<file path="config.mk">
export PLATFORM = sky130hd
export DESIGN_NAME = issue_dispatch
export DESIGN_NICKNAME = d
export VERILOG_FILES = /design/src/rtl/issue_pkg.sv /design/src/rtl/issue_fifo.sv /design/src/rtl/issue_dispatch.sv
export SDC_FILE = /design/constraint.sdc
export NUM_CORES = 1
export LEC_CHECK = 0
export CAP_MARGIN = 20
export CORE_MARGIN = 1.5
export CORE_UTILIZATION = 30
export CTS_CLUSTER_DIAMETER = 120
export DETAILED_ROUTE_END_ITERATION = 16
export HOLD_SLACK_MARGIN = 0.08
export PLACE_DENSITY = 0.62
export SLEW_MARGIN = 25
export SYNTH_ARGS = -nofsm -noshare
export SYNTH_HDL_FRONTEND = slang
export SYNTH_SLANG_ARGS = --single-unit
</file>
<file path="constraint.sdc">
create_clock -name clock_in -period 3.01 [get_ports clock_in]
set_input_delay 0.602 -clock clock_in [delete_from_list [all_inputs] [get_ports clock_in]]
set_output_delay 0.602 -clock clock_in [all_outputs]
set_load 0.05 [all_outputs]
</file>
<file path="src/rtl/issue_pkg.sv">
// Shared definitions for the issue dispatcher: execution unit indices,
// default sizing and the one-hot legality check used on decode selects.
package issue_pkg;

    // Bit positions of the execution units in a select/valid vector.
    typedef enum int unsigned {
        UNIT_INT = 0,
        UNIT_VEC = 1,
        UNIT_LSU = 2
    } unit_idx_e;

    localparam int DEF_NUM_UNITS = 3;
    localparam int DEF_UOP_WIDTH = 4;
    localparam int DEF_DEPTH     = 4;

    // Widest select vector the one-hot check handles; narrower selects are
    // zero-extended by the caller.
    localparam int SEL_MAX_W = 32;

    // True when exactly one bit of v is set.
    function automatic logic is_onehot(input logic [SEL_MAX_W-1:0] v);
        return (v != '0) && ((v & (v - SEL_MAX_W'(1))) == '0);
    endfunction

endpackage

</file>
<file path="src/rtl/issue_fifo.sv">
// Issue buffer storage: in-order FIFO with push/pop/flush and an entry count.
// DEPTH must be a power of two so the pointers wrap naturally.
module issue_fifo
    import issue_pkg::*;
#(
    parameter int WIDTH = 8,
    parameter int DEPTH = DEF_DEPTH,
    localparam int PW   = $clog2(DEPTH),
    localparam int CW   = $clog2(DEPTH + 1)
) (
    input  logic             clk_i,
    input  logic             rst_i,
    input  logic             flush_i,
    input  logic             push_i,
    input  logic [WIDTH-1:0] push_data_i,
    input  logic             pop_i,
    output logic [WIDTH-1:0] pop_data_o,
    output logic [CW-1:0]    count_o,
    output logic             empty_o,
    output logic             full_o
);

    logic [WIDTH-1:0] mem_q [DEPTH];
    logic [PW-1:0]    wr_ptr_q, wr_ptr_d;
    logic [PW-1:0]    rd_ptr_q, rd_ptr_d;
    logic [CW-1:0]    count_q, count_d;
    logic             do_push, do_pop;

    assign empty_o    = (count_q == '0);
    assign full_o     = (count_q == CW'(DEPTH));
    assign count_o    = count_q;
    assign pop_data_o = mem_q[rd_ptr_q];

    // Ignore pushes when full and pops when empty so the count stays in range.
    assign do_push = push_i & ~full_o;
    assign do_pop  = pop_i & ~empty_o;

    // Next pointer/count values; flush returns everything to the empty state.
    always_comb begin
        wr_ptr_d = wr_ptr_q;
        rd_ptr_d = rd_ptr_q;
        count_d  = count_q;
        if (flush_i) begin
            wr_ptr_d = '0;
            rd_ptr_d = '0;
            count_d  = '0;
        end else begin
            if (do_push) wr_ptr_d = wr_ptr_q + PW'(1);
            if (do_pop)  rd_ptr_d = rd_ptr_q + PW'(1);
            if (do_push && !do_pop)      count_d = count_q + CW'(1);
            else if (do_pop && !do_push) count_d = count_q - CW'(1);
        end
    end

    // Pointer and count registers with synchronous reset.
    always_ff @(posedge clk_i) begin
        if (rst_i) begin
            wr_ptr_q <= '0;
            rd_ptr_q <= '0;
            count_q  <= '0;
        end else begin
            wr_ptr_q <= wr_ptr_d;
            rd_ptr_q <= rd_ptr_d;
            count_q  <= count_d;
        end
    end

    // Entry storage; contents need no reset since the count guards reads.
    always_ff @(posedge clk_i) begin
        if (!rst_i && !flush_i && do_push) begin
            mem_q[wr_ptr_q] <= push_data_i;
        end
    end

endmodule

</file>
<file path="src/rtl/issue_dispatch.sv">
// In-order issue dispatcher: buffers decoded micro-ops and issues the head
// entry to its one-hot selected execution unit. Non-one-hot selects are
// consumed and flagged with a one-cycle illegal_sel_out pulse.
// Optional build macro ISSUE_BYPASS_EN: when the buffer is empty and the
// target unit is ready, a legal micro-op issues in the same cycle.
module issue_dispatch
    import issue_pkg::*;
#(
    parameter int NUM_UNITS = DEF_NUM_UNITS,
    parameter int UOP_WIDTH = DEF_UOP_WIDTH,
    parameter int DEPTH     = DEF_DEPTH
) (
    input  logic                           clock_in,
    input  logic                           reset_in,
    input  logic                           flush_in,
    input  logic                           dec_valid_in,
    output logic                           dec_ready_out,
    input  logic [NUM_UNITS-1:0]           exec_unit_sel_in,
    input  logic [UOP_WIDTH-1:0]           exec_uop_in,
    output logic [NUM_UNITS-1:0]           unit_valid_out,
    input  logic [NUM_UNITS-1:0]           unit_ready_in,
    output logic [NUM_UNITS*UOP_WIDTH-1:0] unit_uop_out,
    output logic                           illegal_sel_out,
    output logic [$clog2(DEPTH+1)-1:0]     occupancy_out
);

    localparam int EW = NUM_UNITS + UOP_WIDTH;
    localparam int CW = $clog2(DEPTH + 1);

    logic [EW-1:0]        fifo_rdata;
    logic [NUM_UNITS-1:0] head_sel;
    logic [UOP_WIDTH-1:0] head_uop;
    logic [UOP_WIDTH-1:0] issue_uop;
    logic [CW-1:0]        fifo_count;
    logic                 fifo_empty, fifo_full;
    logic                 accept, legal, head_valid, fire, push, pop;
    logic                 illegal_q, illegal_d;

    assign {head_sel, head_uop} = fifo_rdata;

    // No pop credit when full: readiness depends only on stored occupancy.
    assign dec_ready_out = ~fifo_full & ~flush_in & ~reset_in;
    assign accept        = dec_valid_in & dec_ready_out;
    assign legal         = is_onehot(SEL_MAX_W'(exec_unit_sel_in));
    assign head_valid    = ~fifo_empty & ~flush_in & ~reset_in;
    assign fire          = |(unit_valid_out & unit_ready_in);
    assign pop           = head_valid & fire;

`ifdef ISSUE_BYPASS_EN
    logic byp_valid;
    // accept already excludes flush and reset.
    assign byp_valid = accept & legal & fifo_empty;
    // A bypassed micro-op that issues immediately is never stored.
    assign push      = accept & legal & ~(byp_valid & fire);
`else
    assign push      = accept & legal;
`endif

    // Per-unit valid and micro-op slices; unselected slices stay zero.
    always_comb begin
        unit_valid_out = '0;
        unit_uop_out   = '0;
        issue_uop      = head_uop;
        if (head_valid) begin
            unit_valid_out = head_sel;
        end
`ifdef ISSUE_BYPASS_EN
        else if (byp_valid) begin
            unit_valid_out = exec_unit_sel_in;
            issue_uop      = exec_uop_in;
        end
`endif
        for (int unsigned i = 0; i < NUM_UNITS; i++) begin
            if (unit_valid_out[i]) begin
                unit_uop_out[i*UOP_WIDTH +: UOP_WIDTH] = issue_uop;
            end
        end
    end

    assign illegal_d       = accept & ~legal;
    assign illegal_sel_out = illegal_q;
    assign occupancy_out   = fifo_count;

    // Illegal-select pulse register; flush does not suppress a pending pulse.
    always_ff @(posedge clock_in) begin
        if (reset_in) begin
            illegal_q <= 1'b0;
        end else begin
            illegal_q <= illegal_d;
        end
    end

    issue_fifo #(
        .WIDTH (EW),
        .DEPTH (DEPTH)
    ) u_fifo (
        .clk_i       (clock_in),
        .rst_i       (reset_in),
        .flush_i     (flush_in),
        .push_i      (push),
        .push_data_i ({exec_unit_sel_in, exec_uop_in}),
        .pop_i       (pop),
        .pop_data_o  (fifo_rdata),
        .count_o     (fifo_count),
        .empty_o     (fifo_empty),
        .full_o      (fifo_full)
    );

endmodule

</file>
**Word-level counts from Yosys, hierarchy flattened**

Memory sizes are Yosys's and may differ from the RTL's. A register that Yosys moved wholly into a read port is not among the register bits.
Index checks and enable logic that the tools add are counted.

- Bits in registers: 8
- Bits in latches: 0
- Memory bits (writable): 28
- Bits in read-only memories: 0
- Input bits: 14
- Memories kept: 1

- Add/subtract/negate cells: 5
- Multiply operators: 0
- Div/mod/pow operators: 0
- Order comparisons: 0
- Equality and inequality tests: 1
- Shift operators: 0
- Muxes and demuxes: 10
- Bitwise logic cells: 17
- Reduce and logical (&&, ||, !) cells: 15

Memories:

| memory | depth | bits a word | read ports | clocked after memory_dff | wr ports | line | RTL |
|---|---|---|---|---|---|---|---|
| u_fifo.mem_q | 4 | 7 | 1 | 1 | 1 | issue_fifo.sv:23 | `logic [WIDTH-1:0] mem_q [DEPTH];` |

Operators with widths:

| cell | count |
|---|---|
| 3-bit by 32-bit bitwise AND with 32-bit output | 1 |
| 32-bit zero test | 1 |
| 4-bit two-way mux | 3 |
| 1-bit bitwise AND | 10 |
| 3-bit two-way mux | 3 |
| 1-bit logical AND | 5 |
| 1-bit NOT | 5 |
| 2-bit by 1-bit adder with 2-bit output (second input constant) | 2 |
| 1-bit zero test | 4 |
| 2-bit two-way mux | 2 |
| 3-bit by 1-bit subtractor with 4-bit output (second input constant) | 1 |
| 3-bit by 1-bit adder with 3-bit output (second input constant) | 1 |
| 3-bit bitwise AND | 1 |
| 3-bit equality test (second input constant) | 1 |
| 3-bit zero test | 1 |
| 3-bit nonzero test | 1 |
| 3-bit OR reduction | 1 |
| 3-bit by 1-bit subtractor with 3-bit output (second input constant) | 1 |
| 1-bit two-way mux | 2 |
| 2-bit nonzero test | 1 |
| 2-bit OR reduction | 1 |

**Longest topological paths before layout**

- Depth after elaboration: 12
- Gate-level depth with buffers: 11
- Depth with buffers taken out: 10

**By module**

Synthesis repeated with hierarchy kept, for this count alone.

- Cells, all modules: 115
- Area, all modules: 1734.2 µm²

Modules (own cells, without submodules):

| module | times used | cells an instance | area each (µm²) | sequential area each (µm²) |
|---|---|---|---|---|
| issue_fifo | 1 | 87 | 1493.9 | 1021.0 |
| issue_dispatch | 1 | 28 | 240.2 | 20.0 |

**Least setup slack after synthesis**

Ideal clock, no wire load.

- Kind: register -> register
- From: reg with a tool-made name
- To: reg u_fifo.count_q[2], in the netlist u_fifo.count_o[2]
- Library setup time: 0.070 ns
- Data arrival time: 2.630 ns
- Setup slack: 0.310 ns
- Cell stages (with the launch flop): 12
- Clock period less this slack: 2.700 ns
- Cells stage by stage: dfxtp_1 -> buf_6 -> mux4_2 -> a22o_1 -> and2_4 -> nor2_1 -> ha_1 -> inv_1 -> fa_1 -> xor2_1 -> or3_1 -> a21oi_1

RTL lines:

| item | line | RTL |
|---|---|---|
| end signal: assignment | issue_fifo.sv:64 | `count_q <= count_d;` |
| end: declaration | issue_fifo.sv:26 | `logic [CW-1:0] count_q, count_d;` |

==> results by stage <==
Yosys:
- The combined area of all synthesized cells is 1700 um2.
- Among all flip-flop cells after synthesis, the most frequent one is sky130_fd_sc_hd__edfxtp_1.
- Synthesis inferred 38 register bits.
- The count of unique library cells instantiated by Yosys is 28.
- Counting flops with a built-in enable in the synthesized netlist gives 28.
- The share of flip-flops with an asynchronous set or reset after synthesis is 0%.
- The number of nets produced by synthesis is 137.
- The synthesized area per cell is ~15 um2.
- The portion of the post-synthesis area used by sequential elements is 61.1%.
- The cell count after synthesis is 117.
- The number of synthesis warnings is 0.

Pwr:
- The standby leakage power is 0.000924 uW.
- The total power consumption of the routed design is 1040 uW.
- In this run the power density over the cells is 433 nW/um2.
- VDD sags by at most 0.000174 V.

Detailed routing:
- The wire length per cell after detailed routing is 15.1 um.
- The iteration count of the initial detailed-routing pass is 4.
- The met1 layer wirelength in the final routing is ~1400 um.
- The sum of met2 wire segment lengths after detailed routing is 1860 um.
- In the routed layout, each cell is associated on average with a via count of around 4.9.
- Wire segments on met3 add up to 166 um in the final route.
- The detailed-route wire length is 3480 um.
- For this block, the via count after detailed routing is between 1000 and 1500.
- Signal routing reaches up to met4.
- The first-iteration detailed-routing DRC count is 20.
- The residual DRC count is 0.
- The count of nets left with antenna violations after detail routing is 0.

Global routing:
- The initial antenna violation count is 0.
- The first global-routing pass estimated 5930 um of wire.
- The number of global-route vias before repair is between 1000 and 1500.
- The largest net degree at the start of global routing is 12.
- The overall overflow remaining after global route is 0.
- The overall routing resource usage is roughly an eighth.

Worst setup path:
- The critical path endpoint category is a register.
- The flop-to-flop setup slack is 210 ps.
- The data required time of the worst path is 3230 ps.
- The nature of the critical path startpoint is a register.
- At the worst endpoint, the arrival time is 3020 ps.
- In this run the worst path has a maximum fanout of 4.
- The critical path is of the register to register type.

STA:
- The largest clock skew in the final design is 3.29 ps.
- The slew at the pin closest to its max-slew limit is ~520 ps.
- Measured against its own limit, the worst slew margin works out to 65.1%.
- The shortest period the worst path allows is 2800 ps.
- In the final timing run, aggregate negative setup slack is 0 ps.
- Setup repair after global routing left no endpoint under its margin.
- Dividing the final minimum period by the clock period gives 93.0%.
- For this run, the top clock speed supported by timing is around 360 MHz.
- Setup violations remaining at the end of the flow were counted as 0.
- The number of hold violations in the final report came to 0.
- The final critical-path setup slack is 211 ps.
- The number of max-slew violations in the final report is 0.

Min path:
- The path class of the lowest-slack min-delay path is register to register.

Clock tree:
- The maximum number of buffers from clock root to sink is 2.
- In this run, CTS created clock tree buffers numbering 5.
- TritonCTS built the clock tree.
- The clock net sink count is 38.
- The root cell of the clock tree is sky130_fd_sc_hd__clkbuf_8.
- For this design, the CTS-stage hold fixing added 0 buffers.
- Clock-pin slew was measured on the worst setup and hold paths at 70 ps.
- The CTS H-tree depth is 2.
- For the worst-skew pair, the clock arrives at the later sink with an insertion delay of approximately 280 ps.

Final layout:
- From synthesis to final layout, the design area changed by 41.4%.
- After routing the design area is 2410 um2.
- The fraction of final layout cells sized beyond drive strength 1 is 24.5%.
- The final cell count without fillers is 231.
- The total number of nets in the final design is 179.
- The count of inserted antenna diode cells is 0.

Floorplanning:
- The die outline width is slightly below 80 um.
- The die is 78.4 um tall.
- The count of pins on the block boundary is 34.
- Once the floorplan was initialized, standard cells occupied a little under a third of the core.
- The core region is 5510 um2.
- The floorplan step defined a die boundary enclosing between 6000 and 7000 um2.
- The floorplan has 27 rows.

Flow run:
- The tool flagged a number of max-cap violations equal to 0.

Placement:
- The worst-case setup slack after placement is 44.2 ps.
- After detailed placement, the design holds a cell count of 223.
- Summed over all nets, the half-perimeter wirelength after detailed placement is 2710 um.
- The number of buffers inserted by port buffering is 33.
- The routability-driven placement congestion ratio is roughly 0.76.
- The cell area after placement is 2300 um2.

Run status:
- The flow ran to the end, and the final reports show no timing, DRC or antenna violations.
[worst max-delay path, stage by stage, from the launching register on]
cell	delay, ps
sky130_fd_sc_hd__dfxtp_4	380
sky130_fd_sc_hd__mux4_2	540
sky130_fd_sc_hd__a22o_1	280
sky130_fd_sc_hd__and2_4	170
sky130_fd_sc_hd__nor2_1	120
sky130_fd_sc_hd__ha_1	200
sky130_fd_sc_hd__inv_1	60
sky130_fd_sc_hd__fa_1	380
sky130_fd_sc_hd__xor2_1	160
sky130_fd_sc_hd__or3_1	300
sky130_fd_sc_hd__a21oi_1	130
[registers in the layout, indices dropped and copies added (netlist names), named ones only]
signal,flops
u_fifo.count_o,3
u_fifo.wr_ptr_q,2
illegal_sel_out,1
u_fifo.mem_q,28
u_fifo.rd_ptr_q,2
[report_power, final]
group | total [uW] | internal (uW) | switching, uW
Sequential | 567 | 564 | 2.49
Combinational | 77.6 | 37.7 | 39.9
Clock | 399 | 239 | 160
Total | 1040 | 841 | 202
[repair_timing]
item / 4_1_cts / 5_1_grt
gates resized for setup: 0 / 3
hold endpoints to repair: 0 / 0
buffers inserted: 0 / 1
endpoints found under the setup margin: 0 / 1
[kinds of logic after synthesis]
kind of cell               after synthesis  synth area share (%)
AOI/OAI and AO/OA                       17                  6.90
xor gates and xnor gates                 3                  1.54
adders and majority gates                6                  4.85
buffers and inverters                   10                  2.64
DFF                                     38                  61.1
muxes                                    9                  11.5
and+or+nand+nor                         34                  11.5
[cells in the mapped netlist (all sizes together), types with 2 or more instances]
cell type / n / share of area (%)
xor2: 3 / 1.5
and2: 5 / 2.0
inv: 6 / 1.3
and3: 13 / 5.1
nor2: 7 / 1.5
edfxtp: 28 / 49
mux2i: 2 / 1.2
o21ai: 5 / 1.5
clkbuf: 3 / 0.66
o311a: 3 / 1.8
ha: 5 / 3.7
nand2: 3 / 0.66
dfxtp: 10 / 12
or3: 2 / 0.73
a21oi: 5 / 1.5
mux4: 7 / 10
nand3: 2 / 0.59
[through the flow]
stage	utilization [%]	hold slack, ps
finish	43.8	480
global route	43.8	502
CTS	43.6	474
detailed placement	41.8	465
global placement	41.8	447
floorplan	-	427
[cell usage in the layout, fill, tap and decap left out]
| master | instances |
|---|---|
| sky130_fd_sc_hd__o311a_1 | 3 |
| sky130_fd_sc_hd__ha_1 | 5 |
| sky130_fd_sc_hd__and4_1 | 1 |
| sky130_fd_sc_hd__xor2_1 | 3 |
| sky130_fd_sc_hd__edfxtp_1 | 28 |
| sky130_fd_sc_hd__o21ai_0 | 5 |
| sky130_fd_sc_hd__o211ai_2 | 1 |
| sky130_fd_sc_hd__clkdlybuf4s50_1 | 17 |
| sky130_fd_sc_hd__clkinv_1 | 1 |
| sky130_fd_sc_hd__nand3_1 | 2 |
| sky130_fd_sc_hd__fa_1 | 1 |
| sky130_fd_sc_hd__mux2i_1 | 2 |
| sky130_fd_sc_hd__clkbuf_8 | 5 |
| sky130_fd_sc_hd__nor2_1 | 7 |
| sky130_fd_sc_hd__or2_2 | 1 |
| sky130_fd_sc_hd__a21oi_1 | 5 |
| sky130_fd_sc_hd__dfxtp_1 | 9 |
| sky130_fd_sc_hd__o311ai_0 | 1 |
| sky130_fd_sc_hd__o21a_1 | 1 |
| sky130_fd_sc_hd__and2_4 | 1 |
| sky130_fd_sc_hd__bufinv_16 | 1 |
| sky130_fd_sc_hd__mux4_1 | 4 |
| sky130_fd_sc_hd__mux4_2 | 3 |
| sky130_fd_sc_hd__and3_1 | 9 |
| sky130_fd_sc_hd__buf_12 | 16 |
| sky130_fd_sc_hd__a22o_1 | 1 |
| sky130_fd_sc_hd__or3_1 | 2 |
| sky130_fd_sc_hd__buf_4 | 6 |
| sky130_fd_sc_hd__and3_2 | 4 |
| sky130_fd_sc_hd__dfxtp_4 | 1 |
| sky130_fd_sc_hd__and2_1 | 4 |
| sky130_fd_sc_hd__inv_1 | 6 |
| sky130_fd_sc_hd__nand2_1 | 3 |
[worst paths after layout]
| path | from | endpoint | depth (start not counted) |
|---|---|---|---|
| worst max register to register | register | u_fifo.count_o[2]$_SDFFE_PP0P_ | 10 |
| worst max-delay path | register | u_fifo.count_o[2]$_SDFFE_PP0P_ | 10 |
| worst min-delay path | u_fifo.rd_ptr_q[1]$_SDFFE_PP0P_ | register | 1 |
| worst min register to register | u_fifo.rd_ptr_q[1]$_SDFFE_PP0P_ | register | 1 |
[per-layer routing]
layer | vias to the layer above | track usage [%]
met5 | - | 0
met4 | 0 | 6.79
met3 | 6 | 3.49
met2 | 31 | 23.1
met1 | 560 | 13.8
li1 | 531 | -
[final cells by class]
| class | count | area [um2] |
|---|---|---|
| clock buffer | 5 | 68.8 |
| tap | 72 | 90.1 |
| multi-input combinational | 69 | 614 |
| fill | 485 | 3100 |
| inverter | 6 | 22.5 |
| clock inverter | 2 | 33.8 |
| sequential | 38 | 1040 |
| timing repair buffer | 39 | 536 |
(Power assumes the default switching activity.)
==> edit (same flow settings) <==
Build with the macro `ISSUE_BYPASS_EN` defined.
--- a/src/rtl/issue_dispatch.sv
+++ b/src/rtl/issue_dispatch.sv
@@ -3,6 +3,8 @@
 // consumed and flagged with a one-cycle illegal_sel_out pulse.
 // Optional build macro ISSUE_BYPASS_EN: when the buffer is empty and the
 // target unit is ready, a legal micro-op issues in the same cycle.
+`define ISSUE_BYPASS_EN
+
 module issue_dispatch
     import issue_pkg::*;
 #(
Function: changed (Yosys sat finds a counterexample within 4 cycles, from zero or initial values and one cycle with reset_in high).
==> edit against the original RTL <==
  * Total power up 13%
  * Synthesized area up 2.7%
  * Final area up 15%
  * Sequential cell count unchanged
  * Setup slack worse by 0.13 ns
  * Clock power up 26%
  * Wire length up 23%
  * Cell count up 11%
  * Sequential share of layout area down 5.3 points
  * Critical path type unchanged
==> edit: results (changes against the original RTL) <==
final_layout:
  nets: 204  # was 179
  antenna_cells: 0  # unchanged
  largest_reg_flops: 28  # unchanged
  regMostFlops: "u_fifo.mem_q"  # unchanged
  fillCellCount: 470  # was 485
  drive_gt1_share_pct: 48.11  # was 24.53%
worst_setup_path:
  crit_fanout: 4  # unchanged
  crit_arrival_ns: 3.16  # was 3.02 ns
  crit_path_start_kind: "register"  # unchanged
synth:
  ys_types: 37  # was 28
  synthTopCellsByArea: "edfxtp_1, dfxtp_1, mux4_1, and2_1, mux4_2"  # was edfxtp_1, dfxtp_1, mux4_1, ha_1, and3_1
  syn-num-nets: 137  # unchanged
  synth_edf_count: 28  # unchanged
  synth_seq_area_share_pct: 59.47  # was 61.09%
  ys_top_cells_by_count: "edfxtp_1, and2_1, dfxtp_1"  # was edfxtp_1, dfxtp_1, and3_1
  async_reset_ff_share_pct: 0  # unchanged
  ys_warn_count: 0  # unchanged
  yosys_most_used_dff: "edfxtp_1"  # unchanged
cts:
  clock_latency_ns: 0.29
  path_clk_slew_ns: 0.07  # about the same
  htreeDepth: 2  # unchanged
  cts_buffer_depth: 2  # unchanged
  cts-buffers-inserted: 5  # unchanged
  cts-root-buf: "clkbuf_8"  # unchanged
placed_design:
  hpwl_mm: 3.191  # was 2.714 mm
  dp_slack_ns: -0.6460  # was 0.04418 ns
  numPortBuffers: 33  # unchanged
  finalWeightedCongestion: 0.8404  # was 0.7616
global_route:
  grt_usage_pct: 15.33  # was 12.92%
  grt_first_pass_wirelength_mm: 6.941  # was 5.934 mm
  grt_pass1_vias: 1300  # was 1,197
  antenna_found_initial: 0  # unchanged
  grt_max_degree: 13  # was 12
power_and_ir_drop:
  vdd_ir_drop_max_v: 0.0003470  # was 0.0001739 V
  leakagePower_uw: 0.001063  # was 0.0009240 uW
hold_path:
  hold_path_class: "reg2reg"  # unchanged
  min-delay-start: "u_fifo.rd_ptr_q[1]"  # unchanged
timing:
  hold_viol_final: 0  # unchanged
  finClkSkew_ns: 0.005713  # was 0.003287 ns
  relSlewSlack_pct: 66.95  # was 65.07%
routing:
  via_per_inst: 4.747  # was 4.883
  first_iter_violations: 56  # was 20
  first_pass_iters: 4  # unchanged
  wirelength_mm: 4.268  # was 3.484 mm
status:
  status: "completed"  # unchanged
edit: final timing paths:
| kind | endpoint | slack, ns | depth (start not counted) |
|---|---|---|---|
| setup / recovery | u_fifo.count_o[2] | 0.08 | 11 |
| setup reg to reg | u_fifo.count_o[2] | 0.08 | 11 |
| hold / removal | u_fifo.rd_ptr_q[1] | 0.47 | 1 |
| hold reg to reg | u_fifo.rd_ptr_q[1] | 0.47 | 1 |
edit: area by class of cell:
| class | instances | area share [%] |
|---|---|---|
| clock inverter | 3 | 2.302 |
| clock buffer | 5 | 2.483 |
| inverter | 3 | 0.4063 |
| timing repair buffer | 63 | 25.55 |
| sequential | 38 | 38.10 |
| multi-input combinational | 73 | 27.90 |
| tap | 72 | 3.251 |
edit: worst max-delay path, stage by stage, from the launching register on:
cell and delay, ns:
dfxtp_4 0.39, mux4_2 0.52, a32o_2 0.25, a222oi_1 0.29, buf_4 0.20, o21a_4 0.14, ha_4 0.14, inv_2 0.03
fa_2 0.33, xor2_1 0.15, or3_1 0.32, a21oi_2 0.11
edit: timing repair:
action	4_1_cts	5_1_grt
endpoints found under the setup margin	14	13
pin swaps	5	3
gates resized for setup	18	8
hold buffers	0	0
setup buffers	4	2
edit: cells by family (layout without fill, tap and decap cells):
| group | after synthesis | after routing | share of synthesized area [%] |
|---|---|---|---|
| flip-flops | 38 | 38 | 59.47 |
| adder cells (fa/ha/maj) | 6 | 6 | 4.718 |
| XOR/XNOR | 3 | 3 | 1.501 |
| buffers and inverters | 6 | 74 | 2.144 |
| AND/OR/NAND/NOR | 35 | 35 | 11.58 |
| AO/OA/AOI/OAI | 16 | 16 | 7.004 |
| multiplexers | 13 | 13 | 13.58 |
edit: through the flow:
step / instance area, sq um / cells / total power [uW] / hold WS (ns)
final: 2771 / 257 / 1177 / 0.4701
after global routing: 2771 / 257 / 1217 / 0.5015
after CTS: 2750 / 255 / 1184 / 0.4710
after detailed placement: 2542 / 243 / 680.3 / 0.4550
after global placement: 2542 / 243 / 677.3 / 0.4547
after floorplan: 1810 / 117 / 619.4 / 0.4328
edit: routing by layer:
metal / routed length (microns) / track usage [%]
met1: 1818 / 18.45
met2: 2226 / 26.15
met3: 136 / 3.543
met4: 87 / 6.667
met5: 0 / 0
edit: where the power goes:
group	internal (uW)	switching [uW]	total [uW]
clock	328	175	502
combinational	55.9	55.0	111
sequential	561	2.26	563
